$ cat src/rtl/int_sequencer_if.sv
// Data-memory port shared between the pipeline and the interrupt sequencer.
// The sequencer is the master while it owns the port.
interface int_sequencer_if #(
  parameter int D_W = 16
);
  logic           mem_own;
  logic [D_W-1:0] mem_addr;
  logic [D_W-1:0] mem_wdata;
  logic           mem_we;
  logic           mem_re;
  logic [D_W-1:0] mem_rdata;

  modport master (
    output mem_own,
    output mem_addr,
    output mem_wdata,
    output mem_we,
    output mem_re,
    input  mem_rdata
  );

  modport slave (
    input  mem_own,
    input  mem_addr,
    input  mem_wdata,
    input  mem_we,
    input  mem_re,
    output mem_rdata
  );
endinterface

$ cat src/rtl/int_sequencer.sv
// Interrupt entry sequencer: drain, push resume PC, fetch vector, load PC.
// Sits beside the PC unit and EX/MEM; owns the data port while active.
module int_sequencer #(
  parameter int             PC_W     = 32,
  parameter int             D_W      = 16,
  parameter logic [D_W-1:0] VEC_ADDR = 16'h0002
) (
  input  logic            clk,
  input  logic            reset,
  input  logic            int_req,
  input  logic            int_en,
  input  logic            stall_safe,
  input  logic [PC_W-1:0] resume_pc,
  input  logic [D_W-1:0]  sp,
  int_sequencer_if.master mem,
  output logic            freeze,
  output logic            flush,
  output logic            sp_dec,
  output logic            pc_load,
  output logic [PC_W-1:0] pc_load_val,
  output logic            int_ack,
  output logic            busy
);

  localparam logic [D_W-1:0] VEC_HI_ADDR =
    VEC_ADDR + 1'b1;

  typedef enum logic [2:0] {
    IDLE,
    DRAIN,
    PUSH_HI,
    PUSH_LO,
    VEC_LO,
    VEC_HI,
    LOAD
  } seqState_e;

  seqState_e       state;
  seqState_e       stateNxt;
  logic            reqQ;
  logic            pending;
  logic            reqEdge;
  logic [D_W-1:0]  spLat;
  logic [PC_W-1:0] pcLat;
  logic [D_W-1:0]  vecLo;

  assign reqEdge = int_req & ~reqQ;

  // reqQ resets high so a line held through reset is not an edge
  always_ff @(posedge clk or negedge reset) begin
    if (!reset) begin
      state   <= IDLE;
      reqQ    <= 1'b1;
      pending <= 1'b0;
      spLat   <= '0;
      pcLat   <= '0;
      vecLo   <= '0;
    end else begin
      state <= stateNxt;
      reqQ  <= int_req;
      if (reqEdge) begin
        pending <= 1'b1;
      end else if (state == LOAD) begin
        pending <= 1'b0;
      end
      if (state == DRAIN && stall_safe) begin
        spLat <= sp;
        pcLat <= resume_pc;
      end
      if (state == VEC_HI) begin
        vecLo <= mem.mem_rdata;
      end
    end
  end

  always_comb begin
    stateNxt      = state;
    freeze        = 1'b0;
    flush         = 1'b0;
    sp_dec        = 1'b0;
    pc_load       = 1'b0;
    pc_load_val   = '0;
    int_ack       = 1'b0;
    mem.mem_own   = 1'b0;
    mem.mem_addr  = '0;
    mem.mem_wdata = '0;
    mem.mem_we    = 1'b0;
    mem.mem_re    = 1'b0;
    unique case (state)
      IDLE: begin
        if (pending && int_en) begin
          stateNxt = DRAIN;
        end
      end
      DRAIN: begin
        freeze = 1'b1;
        if (stall_safe) begin
          stateNxt = PUSH_HI;
        end
      end
      PUSH_HI: begin
        freeze        = 1'b1;
        flush         = 1'b1;
        sp_dec        = 1'b1;
        mem.mem_own   = 1'b1;
        mem.mem_we    = 1'b1;
        mem.mem_addr  = spLat;
        mem.mem_wdata = pcLat[PC_W-1:PC_W-D_W];
        stateNxt      = PUSH_LO;
      end
      PUSH_LO: begin
        freeze        = 1'b1;
        sp_dec        = 1'b1;
        mem.mem_own   = 1'b1;
        mem.mem_we    = 1'b1;
        mem.mem_addr  = spLat - 1'b1;
        mem.mem_wdata = pcLat[D_W-1:0];
        stateNxt      = VEC_LO;
      end
      VEC_LO: begin
        freeze       = 1'b1;
        mem.mem_own  = 1'b1;
        mem.mem_re   = 1'b1;
        mem.mem_addr = VEC_ADDR;
        stateNxt     = VEC_HI;
      end
      VEC_HI: begin
        freeze       = 1'b1;
        mem.mem_own  = 1'b1;
        mem.mem_re   = 1'b1;
        mem.mem_addr = VEC_HI_ADDR;
        stateNxt     = LOAD;
      end
      LOAD: begin
        freeze      = 1'b1;
        pc_load     = 1'b1;
        int_ack     = 1'b1;
        pc_load_val = {mem.mem_rdata, vecLo};
        stateNxt    = IDLE;
      end
      default: begin
        stateNxt = IDLE;
      end
    endcase
  end

  assign busy = (state != IDLE);

endmodule

$ cat src/flat_wrapper.sv
// flat-port wrapper written by rule: the top's interface ports become plain ports
module int_sequencer_flat 
#(
  parameter int             PC_W     = 32,
  parameter int             D_W      = 16,
  parameter logic [D_W-1:0] VEC_ADDR = 16'h0002
)
  (clk, reset, int_req, int_en, stall_safe, resume_pc, sp, freeze, flush, sp_dec, pc_load, pc_load_val, int_ack, busy, mem_mem_own, mem_mem_addr, mem_mem_wdata, mem_mem_we, mem_mem_re, mem_mem_rdata);
  int_sequencer_if #(.D_W(D_W)) mem_i ();
  input  logic clk;
  input  logic reset;
  input  logic int_req;
  input  logic int_en;
  input  logic stall_safe;
  input  logic [PC_W-1:0] resume_pc;
  input  logic [D_W-1:0] sp;
  output logic freeze;
  output logic flush;
  output logic sp_dec;
  output logic pc_load;
  output logic [PC_W-1:0] pc_load_val;
  output logic int_ack;
  output logic busy;
  output wire logic [$bits(mem_i.mem_own)-1:0] mem_mem_own;
  output wire logic [$bits(mem_i.mem_addr)-1:0] mem_mem_addr;
  output wire logic [$bits(mem_i.mem_wdata)-1:0] mem_mem_wdata;
  output wire logic [$bits(mem_i.mem_we)-1:0] mem_mem_we;
  output wire logic [$bits(mem_i.mem_re)-1:0] mem_mem_re;
  input wire logic [$bits(mem_i.mem_rdata)-1:0] mem_mem_rdata;
  assign mem_mem_own = mem_i.mem_own;
  assign mem_mem_addr = mem_i.mem_addr;
  assign mem_mem_wdata = mem_i.mem_wdata;
  assign mem_mem_we = mem_i.mem_we;
  assign mem_mem_re = mem_i.mem_re;
  assign mem_i.mem_rdata = mem_mem_rdata;
  int_sequencer #(.PC_W(PC_W), .D_W(D_W), .VEC_ADDR(VEC_ADDR)) u_core (.clk(clk), .reset(reset), .int_req(int_req), .int_en(int_en), .stall_safe(stall_safe), .resume_pc(resume_pc), .sp(sp), .mem(mem_i), .freeze(freeze), .flush(flush), .sp_dec(sp_dec), .pc_load(pc_load), .pc_load_val(pc_load_val), .int_ack(int_ack), .busy(busy));
endmodule
$ cat config.mk
export PLATFORM = sky130hd
export DESIGN_NAME = int_sequencer_flat
export DESIGN_NICKNAME = d
export VERILOG_FILES = /design/src/rtl/int_sequencer_if.sv /design/src/rtl/int_sequencer.sv /design/src/flat_wrapper.sv
export SDC_FILE = /design/constraint.sdc
export NUM_CORES = 1
export LEC_CHECK = 0
export ABC_CLOCK_PERIOD_IN_PS = 1520
export CAP_MARGIN = 10
export CORE_MARGIN = 2
export CORE_UTILIZATION = 39
export CTS_CLUSTER_DIAMETER = 60
export DETAILED_ROUTE_END_ITERATION = 8
export PLACE_DENSITY = 0.73
export SLEW_MARGIN = 20
export SYNTH_ARGS = -nofsm -noshare
export SYNTH_HDL_FRONTEND = slang
export SYNTH_SLANG_ARGS = --single-unit
$ cat constraint.sdc
create_clock -name clk -period 1.52 [get_ports clk]
set_input_delay 0.152 -clock clk [delete_from_list [all_inputs] [get_ports clk]]
set_output_delay 0.152 -clock clk [all_outputs]
set_load 0.05 [all_outputs]
==> Implementation_results.wiki <==
{| class="wikitable"
! Metric !! Value
|-
| Final routed wirelength across all metal layers || between 15 and 20 mm
|-
| Num CTS Buffers || 9
|-
| Rows || 34
|-
| Maximum vdd ir drop || 1.41 mV
|-
| Worst Tran Pin Value || 0.440 ns
|-
| Fraction of layout instances using a drive strength above 1 || 69.3%
|-
| Buffers and inverters on the worst path || 3
|-
| Core region area || between 0.008 and 0.009 sq mm
|-
| Sequential fraction of design power || 20.3%
|-
| Relative max-transition margin || between 70% and 80%
|-
| Final routed DRC violation total || 0
|-
| Cell area after technology mapping || ~0.0035 sq mm
|-
| Cell type with the highest aggregate area in the netlist || dfrtp_1
|-
| Cell leakage power || roughly 3.6 nW
|-
| Post-Synthesis Mean Instance Area || about 11 sq um
|-
| Total power after layout || ~19 mW
|-
| Routed WL per cell || roughly 30 um
|-
| Bufs on Longest Clock Path || 2
|-
| WS Path Type || reg -> out
|-
| Part of the cycle the worst path needs || 159%
|-
| Hold Crit Class || in -> reg
|-
| Root buffer selected by CTS || clkbuf_8
|-
| Initial antenna violation count || 0
|-
| Required time at the worst-slack endpoint || around 1.4 ns
|-
| Vias in the first global route || 4097
|-
| Relative contribution of the clock network to total power || under 10%
|-
| Horizontal die dimension || ~100 um
|-
| Net Count, Synth || 380
|-
| Share of async-settable or async-resettable flops after synthesis || 100%
|-
| Final-report hold violation count || 0
|-
| Highest clock frequency the design can meet || 0.414 GHz
|-
| Largest delay contributor family on the critical path || simple AND/OR/NAND/NOR gates
|-
| Startpoint class of the critical path || register
|-
| Final Util || a little over nine tenths
|-
| Post-layout nets || between 600 and 700
|-
| Clock tree from TritonCTS || built
|-
| Drt pass-1 iters || 4
|-
| Starting utilization of the core area || between 40% and 50%
|-
| RSZ-0062 raised after global routing || true
|-
| Dominant synthesized flop cell || dfrtp_1
|-
| All-layer global routing usage || between 30% and 40%
|-
| Diodes inserted || 0
|-
| Final setup slack of the worst path || -0.894 ns
|-
| Instance count of the mapped netlist || 310
|-
| Area of the die || between 0.009 and 0.01 sq mm
|-
| Data arrival time of the critical path || 2.26 ns
|-
| Fraction of power spent switching nets || 42.5%
|-
| Clk Latency, worst-skew pair || ~0.35 ns
|-
| Area share of the largest cell type after synthesis || just under 50%
|-
| I/O pin total || 142
|-
| Seq cells post-synth || 69
|-
| Last weighted congestion value of the routability-driven placer || between 0.8 and 0.9
|-
| Sequential share of the synthesized area || 49.3%
|-
| Cell Int Power || between 10 and 15 mW
|-
| Run status || complete, but fails checks
|-
| Top area cells in the synthesized netlist || dfrtp_1 (49%), mux2_1 (18%), and2_1 (5.9%)
|-
| Post-synth EDFFs || 0
|-
| Clock net sink count || 69
|-
| Total congestion overflow after global routing || 0
|-
| Drt initial violations || between 200 and 300
|-
| Area growth from synthesis to final layout || 136%
|-
| Pwr per Cell Area || approximately 2300 mW/mm^2
|-
| Final ANT Viol Nets || 0
|-
| Placed wire-length estimate || approximately 7 mm
|-
| Vertical extent of the die || 98.8 um
|-
| Number of distinct library cells after synthesis || 40
|-
| Fin Clk Skew || ~0.0056 ns
|-
| Maximum fanout along the worst path || 3
|-
| Global-route wire length before repair || 24.2 mm
|-
| Final setup violation count || about 140
|-
| Worst-path clk slew || about 0.080 ns
|-
| Worst path cell trace || inv_2 > ha_4 > and3b_2 > buf_6 > nand4_1 > xor2_2 > nor2_4 > buf_12
|-
| Clock period minus final worst setup slack || roughly 2.4 ns
|-
| Slowest stage cell, crit path || dfrtp_1
|-
| H-tree lvl count || 3
|-
| Number of port buffers || between 100 and 150
|-
| Gate power share || a little over two thirds
|-
| Switching component of the power || 8.16 mW
|-
| Pin count of the biggest net entering global routing || between 40 and 50
|-
| Routed via count || 3846
|-
| Max capacitance violation total || 0
|-
| Element type at the critical path end || output port
|-
| Final slew viol count || 0
|-
| Failing checks || setup timing
|-
| Yosys warns || 0
|-
| Largest stage delay on the critical path || 0.47 ns
|-
| Final sum of negative setup slack || -67.30 ns
|-
| Average via count per standard cell || 5.84
|}
state kept, by name (all words and copies together) (netlist names):
name            count
u_core.reqQ         1
u_core.pending      1
u_core.vecLo       16
u_core.pcLat       32
u_core.spLat       16
u_core.state        3
synth_stat cells, types with 2 or more instances:
cell and instances:
and2_1 33, xnor2_1 2, xor2_1 7, or4_1 2
nor2_1 31, dfrtp_1 68, buf_2 7, mux2_2 7
nor3_1 2, inv_1 6, or3_1 3, mux2i_1 16
nand3_1 3, buf_4 4, mux2_1 55, nand2_1 15
nand2b_1 3, nand4_1 3, o21ai_0 6, clkbuf_1 9
o22ai_1 2, o21ai_1 2, a21oi_1 7
through the flow:
| stage | area [sq um] | worst slack, ns | std cells | hold slack, ns |
|---|---|---|---|---|
| 2_1_floorplan | 3820 | -0.368 | 310 | -0.144 |
| 3_3_place_gp | 6310 | -0.310 | 581 | 0.108 |
| 3_5_place_dp | 6310 | -0.342 | 581 | 0.108 |
| 4_1_cts | 7950 | -0.668 | 644 | 0.229 |
| 5_1_grt | 8270 | -0.928 | 659 | 0.258 |
| 6_report | 8270 | -0.894 | 659 | 0.262 |
power by group through the flow:
| stage | registers [mW] | clock network (mW) | logic (mW) |
|---|---|---|---|
| 2_1_floorplan | 3.25 | 0 | 4.74 |
| 3_3_place_gp | 3.28 | 0 | 8.15 |
| 3_5_place_dp | 3.35 | 0 | 8.30 |
| 4_1_cts | 3.56 | 1.82 | 11.9 |
| 5_1_grt | 3.91 | 1.94 | 13.7 |
| 6_report | 3.91 | 1.88 | 13.4 |
area by class of cell:
cell class / instances / area [sq um]
Timing Repair Buffer: 246 / 3540
Multi-Input combinational cell: 213 / 2590
Sequential cell: 69 / 1730
Fill cell: 186 / 450
Tap cell: 108 / 135
Clock buffer: 10 / 128
Clock inverter: 6 / 113
Inverter: 7 / 32.5
metal layers:
metal | vias to the layer above | routed length (um) | global-route usage (%)
met2 | 284 | 10300 | 57.6
li1 | 1531 | - | -
met1 | 1956 | 7120 | 39.2
met3 | 75 | 1530 | 7.59
met4 | 0 | 1040 | 13.7
met5 | - | 0 | 0
cells in the final DEF (no fill, tap or decap), types with 3 or more instances in the layout:
master            n
nand2b_4          3
buf_12           82
and2_4           33
nor2_2            4
a21oi_4           4
mux2i_4          13
nand3_2           3
nand2_4           7
nand2_1           5
mux2_4           62
buf_8            10
inv_2             3
clkdlybuf4s50_1  67
nor2_1            6
bufinv_16         3
o21ai_0           5
xor2_2            5
clkbuf_16         3
nor2_4           21
mux2i_1           3
dfrtp_2           3
nand4_1           3
buf_4            46
nand2_2           3
buf_16           13
clkbuf_8          9
buf_6            23
or3_4             3
dfrtp_1          65
worst paths after layout:
kind	from	to	slack, ns	depth (start not counted)
setup / recovery	u_core.spLat[0]	mem_mem_addr[12]	-0.89	8
hold / removal	int_req	u_core.reqQ	0.26	1
setup reg to reg	u_core.state[0]	u_core.pcLat[29]	-0.52	9
hold reg to reg	u_core.vecLo[9]	u_core.vecLo[9]	0.52	1
max in group asynchronous	reset	u_core.state[1]	0.61	3
min in group asynchronous	reset	u_core.pcLat[1]	0.30	2
cells by family after synthesis:
| family | Yosys count | synth area share, % |
|---|---|---|
| AOI/OAI and AO/OA | 20 | 3.18 |
| muxes | 78 | 24.5 |
| xor gates and xnor gates | 9 | 2.25 |
| and+or+nand+nor | 105 | 16.8 |
| buffers and inverters | 28 | 3.68 |
| DFF | 69 | 49.3 |
| adders and majority gates | 1 | 0.357 |
timing repair:
| item | CTS | global route |
|---|---|---|
| pin swaps | 27 | 39 |
| setup buffers | 32 | 19 |
| resized for setup | 188 | 53 |
| endpoints found under the hold margin | 28 | 0 |
| endpoints found under the setup margin | 119 | 138 |
| hold buffers | 1 | 0 |
| gates cloned | 15 | 3 |
No activity file was read; power rests on OpenSTA's default activity.
